===== config.mk =====
export PLATFORM = sky130hd
export DESIGN_NAME = pipe_ctrl_flat
export DESIGN_NICKNAME = d
export VERILOG_FILES = /design/src/rtl/pipe_ctrl_if.sv /design/src/rtl/pipe_ctrl.sv /design/src/flat_wrapper.sv
export SDC_FILE = /design/constraint.sdc
export NUM_CORES = 1
export LEC_CHECK = 0
export CAP_MARGIN = 20
export CORE_UTILIZATION = 44
export DETAILED_ROUTE_END_ITERATION = 16
export HOLD_SLACK_MARGIN = 0.03
export PLACE_DENSITY = 0.79
export SLEW_MARGIN = 20
export SYNTH_ARGS = -nofsm -noshare
export SYNTH_HDL_FRONTEND = slang
export SYNTH_SLANG_ARGS = --single-unit

===== constraint.sdc =====
create_clock -name clk -period 3.1 [get_ports clk]
set_input_delay 0.93 -clock clk [delete_from_list [all_inputs] [get_ports clk]]
set_output_delay 0.93 -clock clk [all_outputs]
set_load 0.005 [all_outputs]

===== src/rtl/pipe_ctrl_if.sv =====
// Request/control bundle between the hazard sources and the pipeline stall/flush controller.
// The master side raises requests; the slave side (pipe_ctrl) drives the stage controls.
interface pipe_ctrl_if #(
  parameter int PC_WIDTH  = 32,
  parameter int CNT_WIDTH = 16
);
  logic                 DecodeHazard_StallReq;
  logic                 Icache_StallReq;
  logic                 Dcache_StallReq;
  logic                 EX_BranchMiss;
  logic [PC_WIDTH-1:0]  EX_RedirectPc;
  logic                 Trap_Req;
  logic [PC_WIDTH-1:0]  Trap_Pc;

  logic                 PC_Stall, IFID_Stall, IDEX_Stall, EXMem_Stall, MemWb_Stall;
  logic                 IFID_Flush, IDEX_Flush, EXMem_Flush, MemWb_Flush;
  logic                 PC_RedirectEn;
  logic [PC_WIDTH-1:0]  PC_RedirectPc;
  logic [CNT_WIDTH-1:0] Ctrl_StallCnt;
  logic [CNT_WIDTH-1:0] Ctrl_FlushCnt;

  modport master (
    output DecodeHazard_StallReq, Icache_StallReq, Dcache_StallReq,
           EX_BranchMiss, EX_RedirectPc, Trap_Req, Trap_Pc,
    input  PC_Stall, IFID_Stall, IDEX_Stall, EXMem_Stall, MemWb_Stall,
           IFID_Flush, IDEX_Flush, EXMem_Flush, MemWb_Flush,
           PC_RedirectEn, PC_RedirectPc, Ctrl_StallCnt, Ctrl_FlushCnt
  );

  modport slave (
    input  DecodeHazard_StallReq, Icache_StallReq, Dcache_StallReq,
           EX_BranchMiss, EX_RedirectPc, Trap_Req, Trap_Pc,
    output PC_Stall, IFID_Stall, IDEX_Stall, EXMem_Stall, MemWb_Stall,
           IFID_Flush, IDEX_Flush, EXMem_Flush, MemWb_Flush,
           PC_RedirectEn, PC_RedirectPc, Ctrl_StallCnt, Ctrl_FlushCnt
  );
endinterface


===== src/rtl/pipe_ctrl.sv =====
// Stall/flush controller for the dual-issue 5-stage pipeline: prioritises hazards, issues or
// buffers PC redirects while fetch is busy, and keeps saturating stall/redirect counters.
module pipe_ctrl #(
  parameter int PC_WIDTH  = 32,
  parameter int CNT_WIDTH = 16
) (
  input  logic       clk,
  input  logic       rst,
  pipe_ctrl_if.slave bus
);
  typedef enum logic {RUN = 1'b0, REDIR = 1'b1} state_t;

  localparam logic [CNT_WIDTH-1:0] CNT_ONE = {{(CNT_WIDTH-1){1'b0}}, 1'b1};

  state_t               state;
  logic [PC_WIDTH-1:0]  pendPc;
  logic [PC_WIDTH-1:0]  lastPc;
  logic [CNT_WIDTH-1:0] stallCnt;
  logic [CNT_WIDTH-1:0] flushCnt;

  logic                inRedir, branchEff, redirReq, defer, issue;
  logic [PC_WIDTH-1:0] issuePc;
  logic                pcS, ifidS, idexS, exmemS, memwbS;
  logic                ifidF, idexF, exmemF, memwbF;

  // Redirect selection: a branch miss only counts in RUN and when MEM is not frozen.
  always_comb begin
    inRedir   = (state == REDIR);
    branchEff = !inRedir && bus.EX_BranchMiss && !bus.Dcache_StallReq;
    redirReq  = bus.Trap_Req || branchEff;
    issue     = 1'b0;
    defer     = 1'b0;
    issuePc   = lastPc;
    if (inRedir) begin
      issue   = !bus.Icache_StallReq;
      issuePc = bus.Trap_Req ? bus.Trap_Pc : pendPc;
    end else if (redirReq) begin
      issue   = !bus.Icache_StallReq;
      defer   = bus.Icache_StallReq;
      issuePc = bus.Trap_Req ? bus.Trap_Pc : bus.EX_RedirectPc;
    end
    if (rst) begin
      issue = 1'b0;
      defer = 1'b0;
    end
  end

  always_comb begin
    pcS    = 1'b0;
    ifidS  = 1'b0;
    idexS  = 1'b0;
    exmemS = 1'b0;
    memwbS = 1'b0;
    ifidF  = 1'b0;
    idexF  = 1'b0;
    exmemF = 1'b0;
    memwbF = 1'b0;
    if (bus.Trap_Req) begin
      ifidF  = 1'b1;
      idexF  = 1'b1;
      exmemF = 1'b1;
    end else if (bus.Dcache_StallReq) begin
      pcS    = 1'b1;
      ifidS  = 1'b1;
      idexS  = 1'b1;
      exmemS = 1'b1;
      memwbF = 1'b1;
    end else if (branchEff) begin
      ifidF  = 1'b1;
      idexF  = 1'b1;
    end else if (bus.DecodeHazard_StallReq) begin
      pcS    = 1'b1;
      ifidS  = 1'b1;
      idexF  = 1'b1;
    end else if (bus.Icache_StallReq) begin
      pcS    = 1'b1;
      ifidF  = 1'b1;
    end
    // While a redirect is outstanding, hold PC and keep wrong-path fetches out of decode.
    if (inRedir) begin
      pcS   = 1'b1;
      ifidF = 1'b1;
    end
    if (defer) pcS = 1'b1;
    // A redirect loads the PC, which overrides any hold on it.
    if (issue) pcS = 1'b0;
    // Flush beats stall on the same register.
    ifidS  = ifidS  && !ifidF;
    idexS  = idexS  && !idexF;
    exmemS = exmemS && !exmemF;
    memwbS = memwbS && !memwbF;
    if (rst) begin
      pcS    = 1'b0;
      ifidS  = 1'b0;
      idexS  = 1'b0;
      exmemS = 1'b0;
      memwbS = 1'b0;
      ifidF  = 1'b0;
      idexF  = 1'b0;
      exmemF = 1'b0;
      memwbF = 1'b0;
    end
  end

  always_ff @(posedge clk) begin
    if (rst) begin
      state    <= RUN;
      pendPc   <= '0;
      lastPc   <= '0;
      stallCnt <= '0;
      flushCnt <= '0;
    end else begin
      if (defer) begin
        state  <= REDIR;
        pendPc <= issuePc;
      end else if (inRedir && issue) begin
        state  <= RUN;
      end else if (inRedir && bus.Trap_Req) begin
        pendPc <= bus.Trap_Pc;
      end
      if (issue) lastPc <= issuePc;
      if (pcS && !(&stallCnt)) stallCnt <= stallCnt + CNT_ONE;
      if (issue && !(&flushCnt)) flushCnt <= flushCnt + CNT_ONE;
    end
  end

  assign bus.PC_Stall      = pcS;
  assign bus.IFID_Stall    = ifidS;
  assign bus.IDEX_Stall    = idexS;
  assign bus.EXMem_Stall   = exmemS;
  assign bus.MemWb_Stall   = memwbS;
  assign bus.IFID_Flush    = ifidF;
  assign bus.IDEX_Flush    = idexF;
  assign bus.EXMem_Flush   = exmemF;
  assign bus.MemWb_Flush   = memwbF;
  assign bus.PC_RedirectEn = issue;
  assign bus.PC_RedirectPc = rst ? '0 : (issue ? issuePc : lastPc);
  assign bus.Ctrl_StallCnt = stallCnt;
  assign bus.Ctrl_FlushCnt = flushCnt;
endmodule

===== src/flat_wrapper.sv =====
// flat-port wrapper written by rule: the top's interface ports become plain ports
module pipe_ctrl_flat 
#(
  parameter int PC_WIDTH  = 32,
  parameter int CNT_WIDTH = 16
)
  (clk, rst, bus_DecodeHazard_StallReq, bus_Icache_StallReq, bus_Dcache_StallReq, bus_EX_BranchMiss, bus_EX_RedirectPc, bus_Trap_Req, bus_Trap_Pc, bus_PC_Stall, bus_IFID_Stall, bus_IDEX_Stall, bus_EXMem_Stall, bus_MemWb_Stall, bus_IFID_Flush, bus_IDEX_Flush, bus_EXMem_Flush, bus_MemWb_Flush, bus_PC_RedirectEn, bus_PC_RedirectPc, bus_Ctrl_StallCnt, bus_Ctrl_FlushCnt);
  pipe_ctrl_if #(.PC_WIDTH(PC_WIDTH), .CNT_WIDTH(CNT_WIDTH)) bus_i ();
  input  logic clk;
  input  logic rst;
  input wire logic [$bits(bus_i.DecodeHazard_StallReq)-1:0] bus_DecodeHazard_StallReq;
  input wire logic [$bits(bus_i.Icache_StallReq)-1:0] bus_Icache_StallReq;
  input wire logic [$bits(bus_i.Dcache_StallReq)-1:0] bus_Dcache_StallReq;
  input wire logic [$bits(bus_i.EX_BranchMiss)-1:0] bus_EX_BranchMiss;
  input wire logic [$bits(bus_i.EX_RedirectPc)-1:0] bus_EX_RedirectPc;
  input wire logic [$bits(bus_i.Trap_Req)-1:0] bus_Trap_Req;
  input wire logic [$bits(bus_i.Trap_Pc)-1:0] bus_Trap_Pc;
  output wire logic [$bits(bus_i.PC_Stall)-1:0] bus_PC_Stall;
  output wire logic [$bits(bus_i.IFID_Stall)-1:0] bus_IFID_Stall;
  output wire logic [$bits(bus_i.IDEX_Stall)-1:0] bus_IDEX_Stall;
  output wire logic [$bits(bus_i.EXMem_Stall)-1:0] bus_EXMem_Stall;
  output wire logic [$bits(bus_i.MemWb_Stall)-1:0] bus_MemWb_Stall;
  output wire logic [$bits(bus_i.IFID_Flush)-1:0] bus_IFID_Flush;
  output wire logic [$bits(bus_i.IDEX_Flush)-1:0] bus_IDEX_Flush;
  output wire logic [$bits(bus_i.EXMem_Flush)-1:0] bus_EXMem_Flush;
  output wire logic [$bits(bus_i.MemWb_Flush)-1:0] bus_MemWb_Flush;
  output wire logic [$bits(bus_i.PC_RedirectEn)-1:0] bus_PC_RedirectEn;
  output wire logic [$bits(bus_i.PC_RedirectPc)-1:0] bus_PC_RedirectPc;
  output wire logic [$bits(bus_i.Ctrl_StallCnt)-1:0] bus_Ctrl_StallCnt;
  output wire logic [$bits(bus_i.Ctrl_FlushCnt)-1:0] bus_Ctrl_FlushCnt;
  assign bus_i.DecodeHazard_StallReq = bus_DecodeHazard_StallReq;
  assign bus_i.Icache_StallReq = bus_Icache_StallReq;
  assign bus_i.Dcache_StallReq = bus_Dcache_StallReq;
  assign bus_i.EX_BranchMiss = bus_EX_BranchMiss;
  assign bus_i.EX_RedirectPc = bus_EX_RedirectPc;
  assign bus_i.Trap_Req = bus_Trap_Req;
  assign bus_i.Trap_Pc = bus_Trap_Pc;
  assign bus_PC_Stall = bus_i.PC_Stall;
  assign bus_IFID_Stall = bus_i.IFID_Stall;
  assign bus_IDEX_Stall = bus_i.IDEX_Stall;
  assign bus_EXMem_Stall = bus_i.EXMem_Stall;
  assign bus_MemWb_Stall = bus_i.MemWb_Stall;
  assign bus_IFID_Flush = bus_i.IFID_Flush;
  assign bus_IDEX_Flush = bus_i.IDEX_Flush;
  assign bus_EXMem_Flush = bus_i.EXMem_Flush;
  assign bus_MemWb_Flush = bus_i.MemWb_Flush;
  assign bus_PC_RedirectEn = bus_i.PC_RedirectEn;
  assign bus_PC_RedirectPc = bus_i.PC_RedirectPc;
  assign bus_Ctrl_StallCnt = bus_i.Ctrl_StallCnt;
  assign bus_Ctrl_FlushCnt = bus_i.Ctrl_FlushCnt;
  pipe_ctrl #(.PC_WIDTH(PC_WIDTH), .CNT_WIDTH(CNT_WIDTH)) u_core (.clk(clk), .rst(rst), .bus(bus_i));
endmodule

==> results.json, run 1 <==
{
  "outcome": "complete, but fails checks",
  "violations_in_the_final_reports": "negative setup slack",
  "synth_common_cells": "97 x dfxtp_1, 85 x nand2_1, 67 x nor2_1",
  "finalSetupViolCount": 33,
  "coreArea_sq_um": 11500,
  "rsz0062_at_grt": "yes",
  "die_height_um": 111,
  "synthDominantCellAreaShare": 0.372,
  "synth_async_sr_flop_share": 0,
  "clkSlewWorstSetupHoldPaths_ps": 70,
  "yosys_most_used_dff": "dfxtp_1",
  "maximum_clock_path_buffer_count": 2,
  "total_grt_overflow": 0,
  "vdd.ir_drop.worst_mv": 0.418,
  "placement_rows": 39,
  "fp.dieW_um": 111,
  "grt_max_degree": 32,
  "area.growth.synth_to_final_pct": 70.7,
  "synth_most_common_cell": "dfxtp_1",
  "power.total_mw": 3.45,
  "first_pass_grt_wire_length_um": 33000,
  "via_count": 6778,
  "cts_made_buffers": 9,
  "syn-instance-count": 646,
  "post_synthesis_mean_instance_area_sq_um": 8.08,
  "worstPathRequired_ps": 2170,
  "dpl-instance-area_sq_um": 7330,
  "design_area_sq_um": 8910,
  "period_share": 1.07,
  "detailedRoute.firstPassIterationCount": 5,
  "fin_crit_ps": 3310,
  "pin_count": 145,
  "drive_gt1_frac": 0.357,
  "drtIter0Drc": 612,
  "final.setup.worst_slack_ps": -214,
  "routed_wl_um": 22400,
  "seq_area_frac_synth": 0.372,
  "slew-limit-headroom": 0.479,
  "groute.usage.overall": 0.328,
  "leakage_nw": 3.78,
  "post-dp-hpwl_um": 12200,
  "fp.dieArea_sq_um": 12300,
  "drt-wirelength-per-cell_um": 20.8,
  "drc": 0,
  "cap_viol_max_count": 0,
  "total_nets_after_synthesis": 719,
  "critical_path_maximum_fanout": 8,
  "cellPowerDensity_nw_per_um2": 387,
  "detail-route-antenna-nets": 0,
  "tritoncts_clock_tree": "done",
  "synth.ff_latch_count": 97,
  "post_synth_main_area_contributors": "dfxtp_1 37%, nand2_1 6.1%, nor2_1 4.8%",
  "cts_num_sinks": 97,
  "detailedPlace.worstSlack_ps": -1070,
  "fmax_mhz": 302,
  "antenna_found_initial": 0,
  "cts.htree.levels": 3,
  "synth_edf_count": 0,
  "drv_slew": 0,
  "gp_routability_congestion": 0.866,
  "numPortBuffers": 143,
  "cell_at_the_root_of_the_clock_tree": "clkbuf_16",
  "antenna-diode-count": 0,
  "hp-class": "flop to flop",
  "clk_latency_worst_skew_pair_ps": 360,
  "synth.lib_cells_used.distinct": 59,
  "initial_util": 0.455,
  "tightestPinTransition_ps": 775,
  "synth_area_sq_um": 5220,
  "sort_of_element_at_the_start_of_the_critical_path": "primary input",
  "yosysWarnings": 0,
  "first_global_vias": 6672,
  "hold_violations": 0,
  "crit_arrival_ps": 2380,
  "finalNetCount": 1006,
  "endpoint_kind": "output port",
  "detail_route.vias_per_cell": 6.27,
  "most_area_hungry_cell_type_in_the_yosys_netlist": "dfxtp_1",
  "worst-setup-path-type": "primary input to output port",
  "skew_ps": 7.10
}
[flip-flops by register name, indices dropped and copies added (netlist names)]
register,cells
u_core.inRedir,1
u_core.lastPc,32
u_core.bus.Ctrl_FlushCnt,16
u_core.pendPc,32
u_core.bus.Ctrl_StallCnt,16
[kinds of logic after synthesis]
logic type | count (synthesis) | synth area share
other cells | 1 | 0.000719
buf+inv | 67 | 0.0525
compound gates | 215 | 0.315
flops | 97 | 0.372
mux | 3 | 0.00647
simple gates | 250 | 0.230
fa+ha+maj | 2 | 0.00480
xor+xnor | 11 | 0.0185
[final cells by class]
| class | instances | area, sq um |
|---|---|---|
| multi-input combinational | 483 | 3490 |
| timing repair buffer | 326 | 2920 |
| fill | 731 | 2560 |
| sequential | 97 | 1940 |
| clock buffer | 14 | 274 |
| tap | 143 | 179 |
| inverter | 16 | 65.1 |
| clock inverter | 2 | 35.0 |
[stage by stage]
stage | util | hold WS (ps) | TNS (ps) | std cells
2_1_floorplan | - | 457 | 0 | 646
3_3_place_gp | 0.639 | 447 | -34150 | 967
3_5_place_dp | 0.639 | 453 | -36140 | 967
4_1_cts | 0.743 | 460 | -3610 | 1066
5_1_grt | 0.777 | 483 | -4830 | 1081
6_report | 0.777 | 469 | -3490 | 1081
[worst paths after layout]
path	slack [ps]	depth (start not counted)	end	startpoint
max	-210	9	bus_PC_RedirectPc[1]	bus_EX_BranchMiss
min	470	2	u_core.lastPc[9]$_DFF_P_	u_core.lastPc[9]$_DFF_P_
max reg2reg	110	17	u_core.lastPc[31]$_DFF_P_	u_core.inRedir$_SDFFE_PP0P_
min reg2reg	470	2	u_core.lastPc[9]$_DFF_P_	u_core.lastPc[9]$_DFF_P_
[timing repair]
action,CTS,global route
endpoints found under the setup margin,41,42
buffers inserted,78,26
hold buffers,0,0
pin swaps,72,45
gates resized for setup,219,92
gates cloned,5,1
[layer usage]
metal | vias to the layer above | GRT usage | wire length (um)
met3 | 109 | 0.0694 | 1950
li1 | 2995 | - | -
met5 | - | 0 | 0
met4 | 0 | 0.157 | 1150
met2 | 456 | 0.561 | 10800
met1 | 3218 | 0.391 | 8600
[where the power goes]
| group | switching [mW] | internal (mW) | leakage [nW] | total, mW |
|---|---|---|---|---|
| logic | 0.421 | 0.482 | 2.84 | 0.903 |
| registers | 0.0492 | 1.31 | 0.791 | 1.36 |
| clock network | 0.495 | 0.692 | 0.153 | 1.19 |
| total | 0.966 | 2.48 | 3.78 | 3.45 |
[worst max-delay path, stage by stage]
cell and delay [ps]:
buf_8 80, nor2b_4 200, a21oi_4 130, buf_12 170
buf_6 120, a221o_1 340, o221ai_2 150, nand2_1 120
buf_2 140
[cells in the final DEF (no fill, tap or decap), types with 6 or more instances in the layout]
master           instances
a211oi_1                13
a211oi_2                 7
a21o_1                  25
a21oi_1                 38
a221o_1                 25
a222oi_1                 7
and2_1                  13
and2_4                  14
buf_2                   25
buf_4                  141
buf_6                   33
clkbuf_16               10
clkbuf_2                 8
clkdlybuf4s50_1         85
dfxtp_1                 96
dlygate4sd2_1           14
dlymetal6s2s_1           6
inv_1                   12
nand2_1                 82
nand3_1                  8
nand4_1                  9
nor2_1                  63
nor3_1                   8
o21ai_0                  7
o21ai_2                 12
o221a_2                 11
o221ai_1                 7
o221ai_2                16
o22ai_4                  6
o311ai_0                 6
or3_1                    8
xnor2_1                 11
(Power assumes the default switching activity.)
==> inputs of run 2 (changes only) <==
- CORE_UTILIZATION: 44 -> 35
- PLACE_DENSITY: 0.79 -> 0.63
- clock period: 3.1 -> 3.75 ns (I/O delays scaled with it)
==> results.json, run 2 (synthesized netlist as in run 1, its figures left out) <==
{
  "outcome": "complete, but fails checks",
  "violations_in_the_final_reports": "negative setup slack",
  "routed_wl_um": 20400,
  "fp.dieW_um": 124,
  "cpMaxStageDelayCell": "a221o_1",
  "detail-route-antenna-nets": 0,
  "cts.htree.levels": 3,
  "finalNetCount": 988,
  "fin_worst_hold_slack_ps": 461,
  "numPortBuffers": 143,
  "tritoncts_clock_tree": "done",
  "first_global_vias": 6234,
  "clk_latency_worst_skew_pair_ps": 350,
  "utilization": 0.598,
  "clkSlewWorstSetupHoldPaths_ps": 60,
  "finalSetupViolCount": 1,
  "layout_commonest_cell": "buf_4",
  "placement_rows": 44,
  "grt_max_degree": 59,
  "die_height_um": 124,
  "hold_violations": 0,
  "fin_crit_ps": 3770,
  "hold_depth": 2,
  "rsz0062_at_grt": "yes",
  "drtIter0Drc": 547,
  "drc": 0,
  "via_count": 6321,
  "critical_path_maximum_fanout": 5,
  "worst-setup-path-type": "primary input to output port",
  "cellPowerDensity_nw_per_um2": 315,
  "worstPathRequired_ps": 2620,
  "antenna_found_initial": 0,
  "cts_num_sinks": 97,
  "pin_count": 145,
  "cell_at_the_root_of_the_clock_tree": "clkbuf_16",
  "endpoint_kind": "output port",
  "detailedRoute.firstPassIterationCount": 5,
  "final.setup.worst_slack_ps": -21.7,
  "cap_viol_max_count": 0,
  "fp.dieArea_sq_um": 15400,
  "detail_route.vias_per_cell": 5.73,
  "maximum_clock_path_buffer_count": 2,
  "vdd.ir_drop.worst_mv": 0.258,
  "gp_routability_congestion": 0.874,
  "final_cell_mix": "128 x buf_4, 101 x clkdlybuf4s50_1, 97 x dfxtp_1",
  "slew-limit-headroom": 0.581,
  "sort_of_element_at_the_start_of_the_critical_path": "primary input",
  "ff2ff_path_depth": 20,
  "total_grt_overflow": 0,
  "area.growth.synth_to_final_pct": 66.5,
  "leakage_nw": 3.63,
  "groute.usage.overall": 0.263,
  "detailedPlace.worstSlack_ps": -825,
  "skew_ps": 6.28,
  "crit_chain": "buf_8, nand2b_4, nor3_4, buf_4, buf_16, buf_6, a221o_1, o221ai_2, nand2_1, buf_2",
  "fmax_mhz": 265,
  "first_pass_grt_wire_length_um": 31400,
  "hp-class": "flop to flop",
  "period_share": 1.01,
  "cts_made_buffers": 9,
  "post_cts_hold_buffer_count": 0,
  "drv_slew": 0,
  "post-dp-hpwl_um": 12400,
  "registers_with_the_highest_flip_flop_counts": "u_core.lastPc (32), u_core.pendPc (32)",
  "initial_util": 0.359,
  "drive_gt1_frac": 0.289,
  "worst_path_largest_cell_delay_ps": 370,
  "coreArea_sq_um": 14500,
  "antenna-diode-count": 0,
  "drt-wirelength-per-cell_um": 18.5,
  "crit_arrival_ps": 2650,
  "reg2reg_slack_ps": 520,
  "tightestPinTransition_ps": 629
}
[run 2: cell types whose count changed in the layout (fill, tap and decap cells not counted), sizes merged, moves of 3 or more]
cell,delta
clkdlybuf4s50,+16
dlygate4sd2,-3
buf,-26
clkdlybuf4s15,+4
clkbuf,-8
[run 2: report_power, final]
part | switching, mW | internal, mW
registers | 0.0336 | 1.08
clock network | 0.409 | 0.535
logic | 0.307 | 0.371
total | 0.749 | 1.99
[run 2: path summary, 6_finish.rpt]
check                              end                        start
max reg2reg  u_core.lastPc[19]$_DFF_P_  u_core.inRedir$_SDFFE_PP0P_
max              bus_PC_RedirectPc[22]          bus_Dcache_StallReq
min           u_core.lastPc[7]$_DFF_P_     u_core.lastPc[7]$_DFF_P_
min reg2reg   u_core.lastPc[7]$_DFF_P_     u_core.lastPc[7]$_DFF_P_
[run 2: final cells by class]
cell class                      count  area (sq um)
Clock buffer                       13           250
Clock inverter                      3          40.0
Fill cell                        1251          5850
Inverter                           16          62.6
Multi-Input combinational cell    482          3260
Sequential cell                    97          1940
Tap cell                          184           230
Timing Repair Buffer              309          2910
[run 2: metrics by stage]
step | std cells | power [mW] | TNS, ps | cell area (sq um)
after floorplan | 646 | 1.36 | 0 | 5220
after global placement | 1007 | 1.65 | -24770 | 7410
after detailed placement | 1007 | 1.66 | -25610 | 7410
after CTS | 1087 | 2.69 | -773 | 8410
after global routing | 1104 | 2.84 | -320 | 8690
final | 1104 | 2.74 | -21.7 | 8690
[run 2: layer usage]
layer  vias up  global-route usage  wire [um]  share of wire
met5         -                   0          0              0
met4         0               0.106        570          0.028
met3        51              0.0646       1490          0.073
met2       280               0.440       9710           0.48
met1      3018               0.321       8660           0.42
li1       2972                   -          -              -
[run 2: what timing repair did]
item	CTS	global route
pin swaps	65	37
setup endpoints to repair	40	30
cloned	5	0
setup buffers	60	22
gates resized for setup	137	52
[run 2: worst max-delay path, delay by kind of cell]
kind	cells	cell delay, ps
compound gates	2	520
buf+inv	5	650
simple gates	3	340
==> inputs of run 3 (changes only) <==
- CORE_MARGIN: unset -> 5
==> results.json, run 3 (synthesized netlist as in run 1, its figures left out) <==
{
  "cts_made_buffers": 9,
  "hp-class": "flop to flop",
  "gp_routability_congestion": 0.876,
  "drv_slew": 0,
  "tightestPinTransition_ps": 827,
  "maximum_clock_path_buffer_count": 2,
  "endpoint_kind": "output port",
  "worstPathRequired_ps": 2620,
  "skew_ps": 7.80,
  "seqPwrFrac": 0.385,
  "detailedRoute.firstPassIterationCount": 6,
  "initial_util": 0.358,
  "worst-setup-path-type": "primary input to output port",
  "drtIter0Drc": 643,
  "period_share": 1.04,
  "setup_tns_final_ps": -618,
  "critical_path_maximum_fanout": 3,
  "drive_gt1_frac": 0.301,
  "detailedPlace.worstSlack_ps": -764,
  "slew-limit-headroom": 0.444,
  "fmax_mhz": 257,
  "pin_count": 145,
  "crit_arrival_ps": 2760,
  "fp.dieW_um": 132,
  "outcome": "complete, but fails checks",
  "vdd.ir_drop.worst_mv": 0.292,
  "total_switching_power_mw": 0.764,
  "cts_num_sinks": 97,
  "grt_max_degree": 27,
  "antenna_found_initial": 0,
  "finalSetupViolCount": 10,
  "first_global_vias": 6592,
  "finalNetCount": 1006,
  "registers_with_the_highest_flip_flop_counts": "u_core.lastPc (32), u_core.pendPc (32)",
  "clk_latency_worst_skew_pair_ps": 360,
  "cpMaxStageDelayCell": "a221o_1",
  "path_delay_family": "buffers and inverters",
  "via_count": 6445,
  "post-dp-hpwl_um": 13000,
  "cell_at_the_root_of_the_clock_tree": "clkbuf_16",
  "clockPowerShare": 0.376,
  "detail_route.vias_per_cell": 5.74,
  "dpl-instance-area_sq_um": 7420,
  "crit_chain": "buf_6, buf_6, nor2b_4, a21oi_4, buf_6, buf_16, a221o_1, o221ai_2, nand2_1, buf_4, buf_6",
  "design_area_sq_um": 8780,
  "violations_in_the_final_reports": "negative setup slack",
  "area.growth.synth_to_final_pct": 68.3,
  "critPathBufInv": 6,
  "placement_rows": 44,
  "groute.usage.overall": 0.233,
  "routed_wl_um": 21600,
  "comb_power_share": 0.239,
  "total_grt_overflow": 0,
  "post_cts_hold_buffer_count": 0,
  "power.total_mw": 2.90,
  "numPortBuffers": 143,
  "clkSlewWorstSetupHoldPaths_ps": 60,
  "die_height_um": 132,
  "layoutNonFillerInstCount": 1122,
  "fp.dieArea_sq_um": 17400,
  "timing.critical_path.mode_cell": "buf_6",
  "leakage_nw": 3.72,
  "detail-route-antenna-nets": 0,
  "first_pass_grt_wire_length_um": 33800,
  "power_switching_share": 0.264,
  "antenna-diode-count": 0,
  "layout_commonest_cell": "buf_4",
  "hold_violations": 0,
  "tritoncts_clock_tree": "done",
  "cts.htree.levels": 3,
  "coreArea_sq_um": 14600,
  "drc": 0,
  "cap_viol_max_count": 0,
  "sort_of_element_at_the_start_of_the_critical_path": "primary input",
  "cellPowerDensity_nw_per_um2": 330,
  "placed_cells": 1010,
  "cellInternalPower_mw": 2.13,
  "final_cell_mix": "143 x buf_4, 103 x clkdlybuf4s50_1, 97 x dfxtp_1",
  "final.setup.worst_slack_ps": -137,
  "rsz0062_at_grt": "yes",
  "fin_crit_ps": 3890,
  "drt-wirelength-per-cell_um": 19.3,
  "worst_path_largest_cell_delay_ps": 380
}
[run 3: worst min-delay path: stages, from the launching register on]
cell and delay, ps:
dfxtp_1 310, nand2_1 50, nand2_1 50
[run 3: cell type report]
| cell class | instances | area [sq um] |
|---|---|---|
| fillers | 1226 | 5810 |
| clock inverters | 5 | 103 |
| multi-input cells | 482 | 3210 |
| flip-flops and latches | 97 | 1940 |
| inverters | 16 | 60.1 |
| clock buffers | 11 | 243 |
| well taps | 184 | 230 |
| repair buffers | 327 | 2990 |
[run 3: stage by stage]
stage	util	hold WS (ps)
after global placement	0.508	450
after global routing	0.602	488
final	0.602	461
after detailed placement	0.508	453
after CTS	0.590	465
after floorplan	-	457
[run 3: path summary, 6_finish.rpt]
check / from / to / slack [ps] / cells past startpoint
max: bus_Dcache_StallReq / bus_PC_RedirectPc[11] / -140 / 11
min: u_core.lastPc[5]$_DFF_P_ / u_core.lastPc[5]$_DFF_P_ / 460 / 2
max reg2reg: u_core.inRedir$_SDFFE_PP0P_ / u_core.lastPc[16]$_DFF_P_ / 280 / 20
min reg2reg: u_core.lastPc[5]$_DFF_P_ / u_core.lastPc[5]$_DFF_P_ / 460 / 2
[run 3: timing repair]
item,CTS,global route
gates cloned,6,1
setup buffers,79,17
gates resized for setup,160,31
pin swaps,77,34
endpoints found under the setup margin,39,29
[run 3: per-layer routing]
metal	vias to the layer above	GRT usage	wire length [um]
met5	-	0	0
met4	0	0.101	849
met3	83	0.0786	1850
met2	315	0.386	10300
met1	3025	0.276	8620
li1	3022	-	-
[run 3: power groups by stage]
stage | sequential [mW] | combinational [mW] | clock (mW)
6_report | 1.12 | 0.693 | 1.09
5_1_grt | 1.12 | 0.739 | 1.15
4_1_cts | 1.11 | 0.649 | 1.10
3_5_place_dp | 1.14 | 0.532 | 0
3_3_place_gp | 1.13 | 0.523 | 0
2_1_floorplan | 1.13 | 0.237 | 0
